### config.mk
export PLATFORM = sky130hd
export DESIGN_NAME = mac_sequencer_flat
export DESIGN_NICKNAME = d
export VERILOG_FILES = /design/src/rtl/mac_sequencer_if.sv /design/src/rtl/mac_sequencer.sv /design/src/flat_wrapper.sv
export SDC_FILE = /design/constraint.sdc
export NUM_CORES = 1
export LEC_CHECK = 0
export ABC_CLOCK_PERIOD_IN_PS = 3000
export BUFFER_PORTS_ARGS = -buffer_cell sky130_fd_sc_hd__buf_2
export CORE_MARGIN = 2
export CORE_UTILIZATION = 59
export CTS_BUF_LIST = sky130_fd_sc_hd__clkbuf_4 sky130_fd_sc_hd__clkbuf_8
export DETAILED_ROUTE_END_ITERATION = 7
export GPL_TIMING_DRIVEN = 0
export PLACE_DENSITY = 0.9
export SLEW_MARGIN = 30
export SYNTH_ARGS = -nofsm -noshare
export SYNTH_HDL_FRONTEND = slang
export SYNTH_SLANG_ARGS = --single-unit
### constraint.sdc
create_clock -name CLK -period 3 [get_ports CLK]
set_clock_uncertainty 0.05 [all_clocks]
set_input_delay 0.6 -clock CLK [delete_from_list [all_inputs] [get_ports CLK]]
set_output_delay 0.6 -clock CLK [all_outputs]
set_load 0.01 [all_outputs]
### src/rtl/mac_sequencer_if.sv
// mac_sequencer_if -- command/term handshake and MAC control bundle.
//   master : command source / operand feeder (drives CMD_*, TERM_VALID, ABORT)
//   slave  : mac_sequencer (drives CMD_READY, TERM_READY, OP_MODE, Z_SEL,
//            CE_P, BUSY, DONE, TERM_CNT)
interface mac_sequencer_if #(
    parameter int CNT_W = 8
);
    logic             CMD_VALID;
    logic             CMD_READY;
    logic [CNT_W-1:0] CMD_LEN;
    logic             CMD_SRC;
    logic             CMD_CLR;
    logic             TERM_VALID;
    logic             TERM_READY;
    logic             ABORT;
    logic [3:0]       OP_MODE;
    logic             Z_SEL;
    logic             CE_P;
    logic             BUSY;
    logic             DONE;
    logic [CNT_W-1:0] TERM_CNT;

    modport master (
        output CMD_VALID, CMD_LEN, CMD_SRC, CMD_CLR, TERM_VALID, ABORT,
        input  CMD_READY, TERM_READY, OP_MODE, Z_SEL, CE_P, BUSY, DONE, TERM_CNT
    );

    modport slave (
        input  CMD_VALID, CMD_LEN, CMD_SRC, CMD_CLR, TERM_VALID, ABORT,
        output CMD_READY, TERM_READY, OP_MODE, Z_SEL, CE_P, BUSY, DONE, TERM_CNT
    );
endinterface

### src/rtl/mac_sequencer.sv
// mac_sequencer -- sequences a DSP-style MAC slice through CMD_LEN product
// terms, then waits PIPE_LAT cycles for P to settle before pulsing DONE.
//   CLK, RST_N : clock, asynchronous active-low reset
//   bus        : mac_sequencer_if.slave (command accept, term issue,
//                X-mux/Z-mux/CE_P control, BUSY/DONE/TERM_CNT status)
module mac_sequencer #(
    parameter int CNT_W    = 8,
    parameter int PIPE_LAT = 2
) (
    input  logic            CLK,
    input  logic            RST_N,
    mac_sequencer_if.slave  bus
);
    localparam int DW = (PIPE_LAT > 1) ? $clog2(PIPE_LAT) : 1;
    localparam logic [DW-1:0] DRAIN_INIT = DW'(PIPE_LAT - 1);

    localparam logic [3:0] OPM_ZERO = 4'b0000;
    localparam logic [3:0] OPM_M    = 4'b0101;
    localparam logic [3:0] OPM_AB   = 4'b0011;

    typedef enum logic [1:0] {S_IDLE, S_ISSUE, S_DRAIN, S_FIN} state_t;

    state_t           r_state, w_next;
    logic             r_init;         // holds off CMD_READY until the first edge out of reset
    logic [CNT_W-1:0] r_len;
    logic             r_src;
    logic             r_clr;
    logic [CNT_W-1:0] r_term_cnt;
    logic [DW-1:0]    r_drain_cnt;

    logic             w_accept, w_issue, w_abort, w_last, w_drain_done;
    logic [CNT_W:0]   w_cnt_inc;      // one bit wider so LEN = 2^CNT_W-1 compares without wrap

    logic             w_cmd_ready, w_term_ready, w_z_sel, w_ce_p, w_busy, w_done;
    logic [3:0]       w_op_mode;

    assign w_accept     = (r_state == S_IDLE) && r_init && bus.CMD_VALID;
    assign w_abort      = bus.ABORT && (r_state != S_IDLE);
    assign w_issue      = (r_state == S_ISSUE) && bus.TERM_VALID && !bus.ABORT;
    assign w_cnt_inc    = {1'b0, r_term_cnt} + (CNT_W+1)'(1);
    assign w_last       = (w_cnt_inc == {1'b0, r_len});
    // Drain counter is loaded with PIPE_LAT-1 and FIN follows once its
    // decremented value would reach zero.
    assign w_drain_done = (r_drain_cnt <= DW'(1));

    // State register
    always_ff @(posedge CLK or negedge RST_N) begin
        if (!RST_N) r_state <= S_IDLE;
        else        r_state <= w_next;
    end

    // Next-state logic
    always_comb begin
        w_next = r_state;
        if (w_abort) begin
            w_next = S_IDLE;
        end else begin
            case (r_state)
                S_IDLE:  if (w_accept) w_next = (bus.CMD_LEN == '0) ? S_FIN : S_ISSUE;
                S_ISSUE: if (w_issue && w_last) w_next = S_DRAIN;
                S_DRAIN: if (w_drain_done) w_next = S_FIN;
                S_FIN:   w_next = S_IDLE;
                default: w_next = S_IDLE;
            endcase
        end
    end

    // Command latch, term counter, drain counter
    always_ff @(posedge CLK or negedge RST_N) begin
        if (!RST_N) begin
            r_init      <= 1'b0;
            r_len       <= '0;
            r_src       <= 1'b0;
            r_clr       <= 1'b0;
            r_term_cnt  <= '0;
            r_drain_cnt <= '0;
        end else begin
            r_init <= 1'b1;
            if (w_accept) begin
                r_len      <= bus.CMD_LEN;
                r_src      <= bus.CMD_SRC;
                r_clr      <= bus.CMD_CLR;
                r_term_cnt <= '0;
            end else if (w_abort) begin
                r_term_cnt <= '0;
            end else if (w_issue) begin
                r_term_cnt <= w_cnt_inc[CNT_W-1:0];
            end

            if (w_issue && w_last)
                r_drain_cnt <= DRAIN_INIT;
            else if (r_state == S_DRAIN && r_drain_cnt != '0)
                r_drain_cnt <= r_drain_cnt - DW'(1);
        end
    end

    // Output logic: datapath controls follow state, TERM_VALID and ABORT
    always_comb begin
        w_term_ready = 1'b0;
        w_op_mode    = OPM_ZERO;
        w_ce_p       = 1'b0;
        w_z_sel      = 1'b0;
        if (r_state == S_ISSUE) begin
            w_term_ready = !bus.ABORT;
            w_z_sel      = 1'b1;           // stall: feed P back so it holds
            if (w_issue) begin
                w_op_mode = r_src ? OPM_AB : OPM_M;
                w_ce_p    = 1'b1;
                // only the first term of a clearing command starts from zero
                w_z_sel   = !(r_clr && r_term_cnt == '0);
            end
        end
        w_cmd_ready = (r_state == S_IDLE) && r_init;
        w_busy      = (r_state != S_IDLE);
        w_done      = (r_state == S_FIN);
    end

    assign bus.CMD_READY  = w_cmd_ready;
    assign bus.TERM_READY = w_term_ready;
    assign bus.OP_MODE    = w_op_mode;
    assign bus.Z_SEL      = w_z_sel;
    assign bus.CE_P       = w_ce_p;
    assign bus.BUSY       = w_busy;
    assign bus.DONE       = w_done;
    assign bus.TERM_CNT   = r_term_cnt;
endmodule

### src/flat_wrapper.sv
// flat-port wrapper written by rule: the top's interface ports become plain ports
module mac_sequencer_flat 
#(
    parameter int CNT_W    = 8,
    parameter int PIPE_LAT = 2
)
  (CLK, RST_N, bus_CMD_VALID, bus_CMD_LEN, bus_CMD_SRC, bus_CMD_CLR, bus_TERM_VALID, bus_ABORT, bus_CMD_READY, bus_TERM_READY, bus_OP_MODE, bus_Z_SEL, bus_CE_P, bus_BUSY, bus_DONE, bus_TERM_CNT);
  mac_sequencer_if #(.CNT_W(CNT_W)) bus_i ();
  input  logic CLK;
  input  logic RST_N;
  input wire logic [$bits(bus_i.CMD_VALID)-1:0] bus_CMD_VALID;
  input wire logic [$bits(bus_i.CMD_LEN)-1:0] bus_CMD_LEN;
  input wire logic [$bits(bus_i.CMD_SRC)-1:0] bus_CMD_SRC;
  input wire logic [$bits(bus_i.CMD_CLR)-1:0] bus_CMD_CLR;
  input wire logic [$bits(bus_i.TERM_VALID)-1:0] bus_TERM_VALID;
  input wire logic [$bits(bus_i.ABORT)-1:0] bus_ABORT;
  output wire logic [$bits(bus_i.CMD_READY)-1:0] bus_CMD_READY;
  output wire logic [$bits(bus_i.TERM_READY)-1:0] bus_TERM_READY;
  output wire logic [$bits(bus_i.OP_MODE)-1:0] bus_OP_MODE;
  output wire logic [$bits(bus_i.Z_SEL)-1:0] bus_Z_SEL;
  output wire logic [$bits(bus_i.CE_P)-1:0] bus_CE_P;
  output wire logic [$bits(bus_i.BUSY)-1:0] bus_BUSY;
  output wire logic [$bits(bus_i.DONE)-1:0] bus_DONE;
  output wire logic [$bits(bus_i.TERM_CNT)-1:0] bus_TERM_CNT;
  assign bus_i.CMD_VALID = bus_CMD_VALID;
  assign bus_i.CMD_LEN = bus_CMD_LEN;
  assign bus_i.CMD_SRC = bus_CMD_SRC;
  assign bus_i.CMD_CLR = bus_CMD_CLR;
  assign bus_i.TERM_VALID = bus_TERM_VALID;
  assign bus_i.ABORT = bus_ABORT;
  assign bus_CMD_READY = bus_i.CMD_READY;
  assign bus_TERM_READY = bus_i.TERM_READY;
  assign bus_OP_MODE = bus_i.OP_MODE;
  assign bus_Z_SEL = bus_i.Z_SEL;
  assign bus_CE_P = bus_i.CE_P;
  assign bus_BUSY = bus_i.BUSY;
  assign bus_DONE = bus_i.DONE;
  assign bus_TERM_CNT = bus_i.TERM_CNT;
  mac_sequencer #(.CNT_W(CNT_W), .PIPE_LAT(PIPE_LAT)) u_core (.CLK(CLK), .RST_N(RST_N), .bus(bus_i));
endmodule
==> results.txt <==
----------------------------------------------------
[Worst setup path]
  Startpoint type of the worst setup path ... register
  Depth of the most critical reg-to-reg path ... 9
  Critical path data required time ... 2350 ps
  Kind of critical path ... register to output port
  Arr. time, crit path ... 1860 ps
  Biggest fanout along the worst timing path ... 10
  Critical path endpoint category ... output port

[Synth]
  Cell with the most instances after synthesis ... sky130_fd_sc_hd__dfrtp_1
  Synth warn ... 0
  Synthesized net count ... 162
  Synth top area share ... 0.387
  Biggest area contributors in the synthesized netlist ... sky130_fd_sc_hd__dfrtp_1 39%, sky130_fd_sc_hd__mux2_2 8.3%, sky130_fd_sc_hd__ha_1 6.4%
  Share of flip-flops with an asynchronous set or reset after synthesis ... 1.00
  Main flop type after synthesis ... sky130_fd_sc_hd__dfrtp_1
  Netlist area before placement ... 0.00136 sq mm
  Syn Area/Cell ... 9.71 sq um
  Seq cells post-synth ... 21
  Sequential element share of the synthesized area ... 0.387
  Post-synthesis cell count ... 140
  Yosys top cell by area ... sky130_fd_sc_hd__dfrtp_1
  Cell types with the highest counts after synthesis ... 21 x sky130_fd_sc_hd__dfrtp_1, 13 x sky130_fd_sc_hd__nor2_1, 10 x sky130_fd_sc_hd__mux2_2
  Unique masters post-synth ... 40
  EDFF count, synth ... 0

[Clock tree]
  CTS Sinks ... 21
  H-Tree Level Count ... 1
  Clock buffers created by TritonCTS ... 3
  Root Driver ... sky130_fd_sc_hd__clkbuf_4
  CTS Hold Bufs ... 0
  Post-cts repair resize count ... 0
  Max clock buf depth ... 2
  TritonCTS clock tree ... built
  Number of buffers added for setup after CTS ... 0
  Later-pin clock latency in the skew report ... 310 ps
  Clock edge transition at the registers on the reported setup and hold paths ... 120 ps

[Timing]
  Final count of pins violating max slew ... 0
  Total negative slack for setup checks ... 0 ps
  Finish-stage setup viols ... 0
  Hold_ws ... 177 ps
  RSZ-0062 raised after global routing ... false
  Top achievable clock speed ... 398 MHz
  Minimum clock period ... 2510 ps
  Count of endpoints failing hold in the final timing report ... 0
  Final cycle utilization of the critical path ... 0.837

[Placement]
  Final HPWL DP ... 2200 um
  Post-placement cell area ... 0.00155 sq mm
  Last weighted congestion value of the routability-driven placer ... 0.903
  Number of port buffers ... 31

[Floorplan]
  Standard-cell row count ... 17
  Die ar. ... 0.00270 sq mm
  Vert. Die Dim ... 52.0 um
  Area inside the core boundary ... 0.00219 sq mm
  Initial standard-cell utilization of the core ... 0.620
  DIE WIDTH ... 52.0 um
  Top-Level Pins ... 33

[Finish]
  Non-Filler Cell Area, Final ... 0.00158 sq mm
  Ratio of cells with drive above 1 in the final layout ... 0.343
  Nets ... 198
  Antenna fix cells ... 0
  Core utilization of the finished layout ... 0.721
  Area growth from synthesis to layout ... 16.2%

[Power and ir drop]
  Reported leakage power ... 0.769 nW
  VDD IR max ... 0.000528 V
  Power density relative to cell area ... 682 mW/mm^2

[Global routing]
  Overall fraction of global-route tracks in use ... 0.242
  Via count of the first global-routing pass ... 1137
  Maximum number of pins on one net before global-route repair ... 22
  Global-route wire length before repair ... 4790 um
  Remaining Overflow, GRT ... 0
  Antenna violations before repair ... 0

[Detailed routing]
  Total length of routed wires ... 2820 um
  First drt pass iteration count ... 4
  Overall via count from detail_route ... 1152
  Vias per std cell ... 5.67
  DRT antenna net count ... 0
  Post-route DRC violation count ... 0
  Average wire length per cell after detail routing ... 13.9 um
  Drt first-iter violations ... 29

[Hold path]
  Class of the tightest hold or removal check ... input port to asynchronous set/reset pin

[Run status]
  Result of the run ... finished, final reports clean

[Run]
  Reported max-cap violation count ... 0

----------------------------------------------------
-- cell usage in the layout, fill, tap and decap left out, types with 3 or more instances in the layout --
cell	netlist	final
sky130_fd_sc_hd__a21oi_1	6	6
sky130_fd_sc_hd__mux2_2	10	10
sky130_fd_sc_hd__nand3_1	7	7
sky130_fd_sc_hd__clkbuf_4	0	4
sky130_fd_sc_hd__dfrtp_1	21	21
sky130_fd_sc_hd__o21ai_0	5	5
sky130_fd_sc_hd__nand2_1	8	8
sky130_fd_sc_hd__buf_2	3	34
sky130_fd_sc_hd__inv_1	6	6
sky130_fd_sc_hd__xnor2_1	7	7
sky130_fd_sc_hd__xor2_1	7	7
sky130_fd_sc_hd__ha_1	7	7
sky130_fd_sc_hd__nor2_1	13	13
sky130_fd_sc_hd__clkbuf_1	3	3
-- where the power goes --
part	internal [mW]	leakage (nW)	switching, mW
Combinational	0.234	0.484	0.247
Sequential	0.370	0.267	0.0781
Clock	0.0610	0.0184	0.0869
-- sequential cells by signal, indices dropped and copies added, names as in the netlist --
register             flops
u_core.r_src             1
u_core.bus.TERM_CNT      8
u_core.r_len             8
u_core.r_state           2
u_core.r_clr             1
u_core.r_init            1
-- routing by layer --
| layer | part of all wire | track usage |
|---|---|---|
| met1 | 0.42 | 0.290 |
| met3 | 0.049 | 0.0374 |
| met4 | 0.015 | 0.101 |
| met5 | 0 | 0 |
| met2 | 0.52 | 0.426 |
-- per-stage QoR --
step / total power [mW] / std cells / setup slack (ps)
finish: 1.08 / 203 / 489
global route: 1.16 / 203 / 296
CTS: 1.08 / 203 / 501
floorplan: 0.793 / 140 / 854
detailed placement: 0.935 / 199 / 578
global placement: 0.896 / 199 / 675
-- logic make-up (layout without fill, tap and decap cells) --
family,Yosys count,count (layout),share of synthesized area
XOR/XNOR,14,14,0.0902
AO/OA/AOI/OAI,20,20,0.103
adder cells (fa/ha/maj),7,7,0.0645
other,2,2,0.00553
buffers and inverters,17,52,0.0663
multiplexers,12,12,0.101
AND/OR/NAND/NOR,47,47,0.182
flip-flops,21,21,0.387
-- final cells by class --
class | instances | area (sq um)
fill | 172 | 612
timing repair buffer | 31 | 155
multi-input combinational | 102 | 743
buffer | 10 | 63.8
sequential | 21 | 526
clock buffer | 4 | 30.0
inverter | 7 | 26.3
tap | 28 | 35.0
-- final timing paths --
| check | slack, ps | to | from |
|---|---|---|---|
| worst min register to register | 490 | u_core.r_src | u_core.r_src |
| worst max register to register | 560 | u_core.r_state[1] | u_core.bus.TERM_CNT[0] |
| max in group asynchronous | 2400 | u_core.r_len[0] | RST_N |
| min in group CLK | 470 | u_core.r_src | bus_CMD_SRC |
| worst min-delay path | 180 | u_core.bus.TERM_CNT[6] | RST_N |
| worst max-delay path | 490 | bus_OP_MODE[1] | u_core.r_state[1] |
-- worst max-delay path: stages (launching register included) --
cell and delay (ps):
sky130_fd_sc_hd__dfrtp_1 420, sky130_fd_sc_hd__inv_1 130, sky130_fd_sc_hd__ha_1 240, sky130_fd_sc_hd__and2b_1 180
sky130_fd_sc_hd__nand2_2 130, sky130_fd_sc_hd__inv_2 170, sky130_fd_sc_hd__and2_1 140, sky130_fd_sc_hd__buf_2 120
No activity file was read; power rests on OpenSTA's default activity.
